[src/rtl/cnn_pkg.sv]
// Shared constants and helpers for the CNN datapath blocks.
// Width functions keep the MAC tree and its consumers in agreement.
package cnn_pkg;

  localparam int unsigned KERNEL_SIZE_DEF = 3;
  localparam int unsigned WINDOW_PIXELS   = KERNEL_SIZE_DEF * KERNEL_SIZE_DEF;

  function automatic int unsigned prod_width(input int unsigned data_w, input int unsigned weight_w);
    return data_w + weight_w + 1;
  endfunction

  function automatic int unsigned sum_width(input int unsigned n, input int unsigned data_w,
                                            input int unsigned weight_w);
    return prod_width(data_w, weight_w) + $clog2(n);
  endfunction

  // Clip a wide signed value into the signed range of a w-bit result.
  function automatic logic signed [63:0] saturate(input logic signed [63:0] x, input int unsigned w);
    logic signed [63:0] hi;
    logic signed [63:0] lo;
    hi = (64'sd1 <<< (w - 1)) - 64'sd1;
    lo = -hi - 64'sd1;
    if (x > hi) return hi;
    if (x < lo) return lo;
    return x;
  endfunction

endpackage

[src/rtl/mac_adder_tree.sv]
// Two-stage signed MAC: registered per-pixel products, then a registered sum.
// Pixels are unsigned and zero-extended; weights are two's complement.
module mac_adder_tree
  import cnn_pkg::*;
#(
  parameter int unsigned N           = WINDOW_PIXELS,
  parameter int unsigned DATA_SIZE   = 8,
  parameter int unsigned WEIGHT_SIZE = 8
) (
  input  logic                                                  clock,
  input  logic                                                  reset,
  input  logic [N*DATA_SIZE-1:0]                                pixels,
  input  logic [N*WEIGHT_SIZE-1:0]                              weights,
  output logic signed [sum_width(N, DATA_SIZE, WEIGHT_SIZE)-1:0] sum
);

  localparam int unsigned PW = prod_width(DATA_SIZE, WEIGHT_SIZE);
  localparam int unsigned SW = sum_width(N, DATA_SIZE, WEIGHT_SIZE);

  logic signed [PW-1:0] prod [N];
  logic signed [SW-1:0] sum_c;

  // Sign-extend every product before accumulation; SW bits cannot overflow.
  always_comb begin
    sum_c = '0;
    for (int i = 0; i < int'(N); i++) begin
      sum_c = sum_c + SW'(prod[i]);
    end
  end

  always_ff @(posedge clock or posedge reset) begin
    if (reset) begin
      for (int i = 0; i < int'(N); i++) begin
        prod[i] <= '0;
      end
      sum <= '0;
    end else begin
      for (int i = 0; i < int'(N); i++) begin
        prod[i] <= PW'($signed({1'b0, pixels[i*DATA_SIZE +: DATA_SIZE]}))
                 * PW'($signed(weights[i*WEIGHT_SIZE +: WEIGHT_SIZE]));
      end
      sum <= sum_c;
    end
  end

endmodule

[src/rtl/conv_window_mac.sv]
// Window convolution stage: drops row-straddling windows, runs a KxK signed
// dot product plus bias, optional ReLU and saturation, with frame tracking.
module conv_window_mac
  import cnn_pkg::*;
#(
  parameter int unsigned KERNEL_SIZE = KERNEL_SIZE_DEF,
  parameter int unsigned DATA_SIZE   = 8,
  parameter int unsigned WEIGHT_SIZE = 8,
  parameter int unsigned ROW_SIZE    = 28,
  parameter int unsigned COLUMN_SIZE = 28,
  parameter int unsigned OUT_SIZE    = 16
) (
  input  logic                                              clock,
  input  logic                                              reset,
  input  logic [KERNEL_SIZE*KERNEL_SIZE*DATA_SIZE-1:0]      window_in,
  input  logic                                              window_valid,
  input  logic [WEIGHT_SIZE-1:0]                            weight_in,
  input  logic [$clog2(KERNEL_SIZE*KERNEL_SIZE)-1:0]        weight_addr,
  input  logic                                              weight_wr_en,
  input  logic [OUT_SIZE-1:0]                               bias_in,
  input  logic                                              bias_wr_en,
  input  logic                                              relu_en,
  output logic [OUT_SIZE-1:0]                               conv_out,
  output logic                                              conv_valid,
  output logic                                              frame_done
);

  localparam int unsigned KK = KERNEL_SIZE * KERNEL_SIZE;
  localparam int unsigned SW = sum_width(KK, DATA_SIZE, WEIGHT_SIZE);
  localparam int unsigned RW = $clog2(COLUMN_SIZE);
  localparam int unsigned CW = $clog2(ROW_SIZE);

  logic [KK*WEIGHT_SIZE-1:0] weights;
  logic signed [OUT_SIZE-1:0] bias;
  logic [RW-1:0] row;
  logic [CW-1:0] col;
  logic keep_c, last_c;
  logic v1, v2, l1, l2;
  logic signed [SW-1:0] sum;
  logic signed [63:0] total_c;
  logic [OUT_SIZE-1:0] result_c;

  // Coefficient registers; out-of-range addresses are ignored.
  always_ff @(posedge clock or posedge reset) begin
    if (reset) begin
      weights <= '0;
      bias    <= '0;
    end else begin
      if (weight_wr_en && (32'(weight_addr) < KK)) begin
        weights[32'(weight_addr)*WEIGHT_SIZE +: WEIGHT_SIZE] <= weight_in;
      end
      if (bias_wr_en) begin
        bias <= bias_in;
      end
    end
  end

  // Position of the newest pixel in the incoming window.
  always_ff @(posedge clock or posedge reset) begin
    if (reset) begin
      row <= RW'(KERNEL_SIZE - 1);
      col <= CW'(KERNEL_SIZE - 1);
    end else if (window_valid) begin
      if (col == CW'(ROW_SIZE - 1)) begin
        if (row == RW'(COLUMN_SIZE - 1)) begin
          row <= RW'(KERNEL_SIZE - 1);
          col <= CW'(KERNEL_SIZE - 1);
        end else begin
          row <= row + RW'(1);
          col <= '0;
        end
      end else begin
        col <= col + CW'(1);
      end
    end
  end

  always_comb begin
    keep_c = window_valid && (col >= CW'(KERNEL_SIZE - 1));
    last_c = keep_c && (row == RW'(COLUMN_SIZE - 1)) && (col == CW'(ROW_SIZE - 1));
  end

  mac_adder_tree #(
    .N           (KK),
    .DATA_SIZE   (DATA_SIZE),
    .WEIGHT_SIZE (WEIGHT_SIZE)
  ) u_mac (
    .clock   (clock),
    .reset   (reset),
    .pixels  (window_in),
    .weights (weights),
    .sum     (sum)
  );

  // S3: bias, optional ReLU, then clip to the output range.
  always_comb begin
    total_c = 64'(sum) + 64'(bias);
    if (relu_en && (total_c < 64'sd0)) begin
      result_c = '0;
    end else begin
      result_c = OUT_SIZE'(saturate(total_c, OUT_SIZE));
    end
  end

  always_ff @(posedge clock or posedge reset) begin
    if (reset) begin
      v1         <= 1'b0;
      l1         <= 1'b0;
      v2         <= 1'b0;
      l2         <= 1'b0;
      conv_valid <= 1'b0;
      frame_done <= 1'b0;
      conv_out   <= '0;
    end else begin
      v1         <= keep_c;
      l1         <= last_c;
      v2         <= v1;
      l2         <= l1;
      conv_valid <= v2;
      frame_done <= l2;
      if (v2) begin
        conv_out <= result_c;
      end
    end
  end

endmodule

[config.mk]
export PLATFORM = sky130hd
export DESIGN_NAME = conv_window_mac
export DESIGN_NICKNAME = d
export VERILOG_FILES = /design/src/rtl/cnn_pkg.sv /design/src/rtl/mac_adder_tree.sv /design/src/rtl/conv_window_mac.sv
export SDC_FILE = /design/constraint.sdc
export NUM_CORES = 2
export LEC_CHECK = 0
export BUFFER_PORTS_ARGS = -buffer_cell sky130_fd_sc_hd__clkbuf_2
export CAP_MARGIN = 40
export CORE_UTILIZATION = 65
export DETAILED_ROUTE_END_ITERATION = 8
export GPL_ROUTABILITY_DRIVEN = 0
export GPL_TIMING_DRIVEN = 1
export PLACE_DENSITY = 0.83
export SYNTH_ARGS = -nofsm -noshare
export SYNTH_HDL_FRONTEND = slang
export SYNTH_HIERARCHICAL = 1
export SYNTH_SLANG_ARGS = --single-unit
[constraint.sdc]
create_clock -name clock -period 6.03 [get_ports clock]
set_clock_uncertainty 0.05 [all_clocks]
set_input_delay 0.603 -clock clock [delete_from_list [all_inputs] [get_ports clock]]
set_output_delay 0.603 -clock clock [all_outputs]
set_load 0.01 [all_outputs]
Yosys cells after proc, flatten, opt, wreduce, memory -nomap -nowiden:

Index checks and enable logic that the tools add are counted.

* mux-type cells: 14
* magnitude comparators: 5
* add/sub/neg operators: 12
* reductions and logical operators: 6
* equality and inequality tests: 2
* multipliers: 9
* shift operators: 2

Operators by type and width (number)
* $mul A9 B8 Y17: 9
* $add A21 B17 Y21: 6
* $mux W16: 5
* $bwmux W72: 1
* $shift A8 B34 Y72 const A: 1
* $shiftx A8 B34 Y72: 1
* $neg A7 Y34: 1
* $add A21 B16 Y22: 1
* $gt A22 B16 Y1 const B: 1
* $lt A22 B1 Y1 const B: 1
* $lt A22 B16 Y1 const B: 1
* $add A18 B17 Y19: 1
* $add A17 B17 Y18: 1
* $add A5 B1 Y5 const B: 2
* $eq A5 B5 Y1 const B: 2
* $mux W5: 2
* $ge A5 B2 Y1 const B: 1
* $logic_and A1 B1 Y1: 5
* $mux W1: 5
* $lt A4 B4 Y1 const B: 1
* $mux W2: 1
* $reduce_and A2 Y1: 1

* register bits after elaboration: 294
* word-level logic and storage cells: 71
* output and inout bits: 18

Longest topological paths before layout:

* word-level depth: 9
* depth in mapped cells: 17
* depth with buffers taken out: 17

By module:

The synthesis kept the hierarchy.

Modules (own cells, without submodules)
* mac_adder_tree: times used 1, cells each 2971, seq. area each 4354.2 µm², area each 28294.6 µm²
* conv_window_mac: times used 1, cells each 612, seq. area each 3005.4 µm², area each 6080.8 µm²

Least setup slack after synthesis:

No wires, ideal clock.

* path type: input-to-reg
* start point: input window_in[45]
* end point: register u_mac/prod[66] in the netlist's numbering
* setup slack: 1.704 ns
* data arrival time: 4.196 ns
* stages on the path: 14
* cells stage by stage: and2_1 fa_1 inv_1 fa_1 inv_1 fa_1 fa_1 ha_1 a21oi_1 nor2b_1 o31a_1 a41o_1 o41ai_2 xnor2_1

* cells in the longest elaborated chain, start to end: 1

Ends and longest elaborated chain
* from (decl): RTL line conv_window_mac.sv:15 `input logic [KERNEL_SIZE*KERNEL_SIZE*DATA_SIZE-1:0] window_in,`
* $mul A9 B8 Y17: RTL line mac_adder_tree.sv:40 `* PW'($signed(weights[i*WEIGHT_SIZE +: WEIGHT_SIZE]));`
* to (signal, indexed assignment): RTL line mac_adder_tree.sv:39 `prod[i] <= PW'($signed({1'b0, pixels[i*DATA_SIZE +: DATA_SIZE]}))`
* to (decl): RTL line mac_adder_tree.sv:20 `logic signed [PW-1:0] prod [N];`

Every way passes these cells.
A chain may end at the register's enable or synchronous reset.

Worst setup path after layout:

* start point: register weights[50]
* end point: register u_mac/prod[48] in the netlist's numbering

* cells in the longest elaborated chain, start to end: 1

Ends and longest elaborated chain
* from (decl): RTL line conv_window_mac.sv:33 `logic [KK*WEIGHT_SIZE-1:0] weights;`
* from (signal, indexed assignment): RTL line conv_window_mac.sv:50 `weights[32'(weight_addr)*WEIGHT_SIZE +: WEIGHT_SIZE] <= weight_in;`
* $mul A9 B8 Y17: RTL line mac_adder_tree.sv:40

Every way passes these cells.

==> flow_summary.rst <==
.. list-table::
   :header-rows: 1

   * - Metric
     - Value
   * - Worst Setup Path Type
     - register to register
   * - DR vias/cell
     - 5.68
   * - Total non-filler cell area in the finished layout
     - 36900 um^2
   * - Yosys reg bits
     - 294
   * - TritonCTS Sinks
     - 294
   * - Main flop type after synthesis
     - sky130_fd_sc_hd__dfrtp_1
   * - Number of buffers created by CTS
     - 31
   * - Die W
     - around 230 um
   * - Source-to-sink clock delay at the later pin of the worst-skew pair
     - between 500 and 600 ps
   * - Cells on worst reg2reg path
     - 14
   * - Drt first pass iters
     - 5
   * - Met2 demand-to-capacity share in global routing
     - 52.2%
   * - Setup violation total in the final timing report
     - 0
   * - Count of H-tree levels built during CTS
     - 1
   * - Aggregate routed wire length
     - 81100 um
   * - First-pass GRT wire length
     - 133000 um
   * - Remaining Overflow, GRT
     - 0
   * - Vias in the first global route
     - 26300
   * - Nature of the critical path startpoint
     - register
   * - Share of flip-flops with an asynchronous set or reset
     - 100%
   * - Number of routed nets with antenna violations
     - 0
   * - Highest clock rate
     - 214 MHz
   * - Number of warnings issued by yosys
     - 6
   * - Cell-by-cell trace of the critical path
     - and2_1 > fa_1 > inv_1 > fa_1 > fa_1 > fa_1 > inv_1 > ha_1 > nor2b_4 > o21ai_2 > a21oi_2 > o31ai_4 > or4b_1 > o311ai_1
   * - Share of final-layout standard cells stronger than drive strength 1
     - 6.76%
   * - Clock tree from TritonCTS
     - yes
   * - Period Utilization, post-route
     - between 70% and 80%
   * - Sum of negative setup slack
     - 0 ps
   * - Vias
     - 25100
   * - Crit path time final
     - roughly 4700 ps
   * - Data arrival time of the worst path
     - 5110 ps
   * - Top-level I/O count
     - 124
   * - Initial core utilization
     - 66.3%
   * - Violation count after the first detailed-routing iteration
     - about 1700
   * - Sequential element share of the synthesized area
     - between 20 and 25%
   * - Global-route track usage on met1
     - 40.7%
   * - Pin slew with the least headroom to its limit
     - around 870 ps
   * - Longest Clk Path Bufs
     - 3
   * - Worst endpoint required time
     - 6460 ps
   * - Initial antenna violation count
     - 3
   * - Pin count of the biggest net entering global routing
     - 69
   * - Synthesized area divided by synthesized cell count
     - 9.59 um^2
   * - RSZ-0062 raised after global routing
     - false
   * - Number of DRC violations after detailed routing
     - 0
   * - Vertical die dimension
     - 232 um
   * - Max-slew violation total from the final report
     - 0
   * - Worst-path clk slew
     - 60 ps
   * - GR Layer Usage met3
     - 4.26%
   * - Core ar.
     - 51800 um^2
   * - Nets
     - 4716
   * - Placed Instance Area
     - around 36000 um^2
   * - Final Hold Vio Count
     - 2
   * - Max cap viols
     - 0
   * - Crit Path Max Fanout
     - 9
   * - EDFF count, synth
     - 0
   * - Top cell by count, worst path
     - sky130_fd_sc_hd__fa_1
   * - Failing checks
     - negative hold slack
   * - Detailed-placement wirelength estimate
     - 66000 um
   * - CTS hold repair buffers
     - 0
   * - Remaining max-slew budget at the tightest pin
     - 41.9%
   * - Final routed wire length divided by cell count
     - 18.3 um
   * - Area of the die
     - 53800 um^2
   * - Tightest Hold Check Type
     - input port to asynchronous set/reset pin
   * - Net count after synthesis
     - 4579
   * - Num rows
     - 83
   * - Buffers inserted during post-CTS setup optimization
     - 0
   * - CP endpoint kind
     - register
   * - Number of port buffers
     - about 120
   * - Clk Tree Root Cell
     - sky130_fd_sc_hd__clkbuf_16
   * - Count of placed standard cells including taps
     - approximately 4400
   * - Worst path slowest cell
     - sky130_fd_sc_hd__dfrtp_1
   * - GRT busiest layer
     - met2
   * - Area of the mapped netlist
     - 34400 um^2
   * - Non-Filler Instances
     - 4428
   * - Synthesized instance count
     - roughly 3600
   * - Area growth from synthesis to final layout
     - 7.38%
   * - Global-route total usage across every layer
     - 31.5%
   * - Worst hold-check slack
     - -0.987 ps
   * - Distinct cell type count of the synthesized netlist
     - 80
   * - Stage delay of the slowest cell on the critical path
     - 590 ps
   * - Number of gates resized after cts
     - 0
   * - Run status
     - finished with violations
[sequential cells by signal (all words and copies together), names as in the netlist]
| signal | count |
|---|---|
| bias | 16 |
| col | 5 |
| conv_out | 16 |
| conv_valid | 1 |
| frame_done | 1 |
| l1 | 1 |
| l2 | 1 |
| row | 5 |
| u_mac/prod | 153 |
| u_mac/sum | 21 |
| v1 | 1 |
| v2 | 1 |
| weights | 72 |
[cell usage in the layout, fill, tap and decap left out, drive strengths merged, types with 36 or more instances in the layout]
| cell type | n |
|---|---|
| inv | 763 |
| nor2 | 124 |
| dfrtp | 292 |
| ha | 434 |
| nand2b | 59 |
| a21oi | 95 |
| clkbuf | 165 |
| nand2 | 366 |
| xnor2 | 73 |
| nand3 | 36 |
| fa | 456 |
| mux2 | 41 |
| xor2 | 40 |
| and2 | 313 |
| o21ai | 108 |
| a21o | 45 |
| nor3 | 41 |
[Yosys cell counts (24+ instances only)]
master	instances	area [um^2]
sky130_fd_sc_hd__a21o_1	45	338
sky130_fd_sc_hd__a21oi_1	94	470
sky130_fd_sc_hd__and2_1	313	1960
sky130_fd_sc_hd__and3_1	24	150
sky130_fd_sc_hd__dfrtp_1	292	7310
sky130_fd_sc_hd__fa_1	456	9130
sky130_fd_sc_hd__ha_1	434	5430
sky130_fd_sc_hd__inv_1	760	2850
sky130_fd_sc_hd__mux2_2	41	462
sky130_fd_sc_hd__nand2_1	366	1370
sky130_fd_sc_hd__nand2b_1	59	369
sky130_fd_sc_hd__nand3_1	36	180
sky130_fd_sc_hd__nor2_1	124	465
sky130_fd_sc_hd__nor3_1	41	205
sky130_fd_sc_hd__o21ai_0	98	490
sky130_fd_sc_hd__xnor2_1	73	639
sky130_fd_sc_hd__xor2_1	40	350
[metal layers]
metal | share of wire (%) | vias up
met5 | 0 | -
met4 | 5.5 | 0
met3 | 6.0 | 214
met2 | 48 | 819
met1 | 40 | 12500
li1 | - | 11600
[stage by stage]
step	hold slack (ps)	utilization [%]	setup slack, ps
6_report	-0.987	71.2	1350
5_1_grt	32.4	71.2	1120
4_1_cts	9.22	71.2	1370
3_5_place_dp	286	69.1	1250
3_3_place_gp	282	69.0	1290
2_1_floorplan	281	-	660
[worst paths after layout]
| check | startpoint | to | slack (ps) |
|---|---|---|---|
| max in group asynchronous | reset | u_mac/prod[99] | 4720 |
| min in group clock | relu_en | conv_out[15] | 160 |
| worst max-delay path | weights[50] | u_mac/prod[48] | 1350 |
| worst max register to register | weights[50] | u_mac/prod[48] | 1350 |
| worst min-delay path | reset | u_mac/prod[35] | -1 |
| worst min register to register | l1 | l2 | 300 |
[kinds of logic (layout without fill, tap and decap cells)]
| logic type | count (synthesis) | count (layout) | share of synthesized area [%] |
|---|---|---|---|
| other | 0 | 3 | 0 |
| muxes | 44 | 44 | 1.43 |
| and+or+nand+nor | 1052 | 1052 | 15.5 |
| xor gates and xnor gates | 113 | 113 | 2.88 |
| AOI/OAI and AO/OA | 402 | 402 | 7.71 |
| adders and majority gates | 890 | 890 | 42.4 |
| buffers and inverters | 788 | 950 | 8.67 |
| DFF | 294 | 294 | 21.4 |
[worst max-delay path, delay by kind of cell, from the launching register on]
kind / cells / cell delay, ps
buf+inv: 2 / 130
compound gates: 4 / 690
fa+ha+maj: 5 / 2210
simple gates: 3 / 880
flops: 1 / 590
[layout make-up]
class	instances	area [um^2]
antenna	3	7.51
clock buffer	42	877
clock inverter	16	205
fill	3734	14900
inverter	760	2860
multi-input combinational	2501	24000
sequential	294	7360
tap	680	851
timing repair buffer	132	716
Power is not shown: default switching activity piles up to over one toggle a cycle in this logic, so the estimate is an artifact.
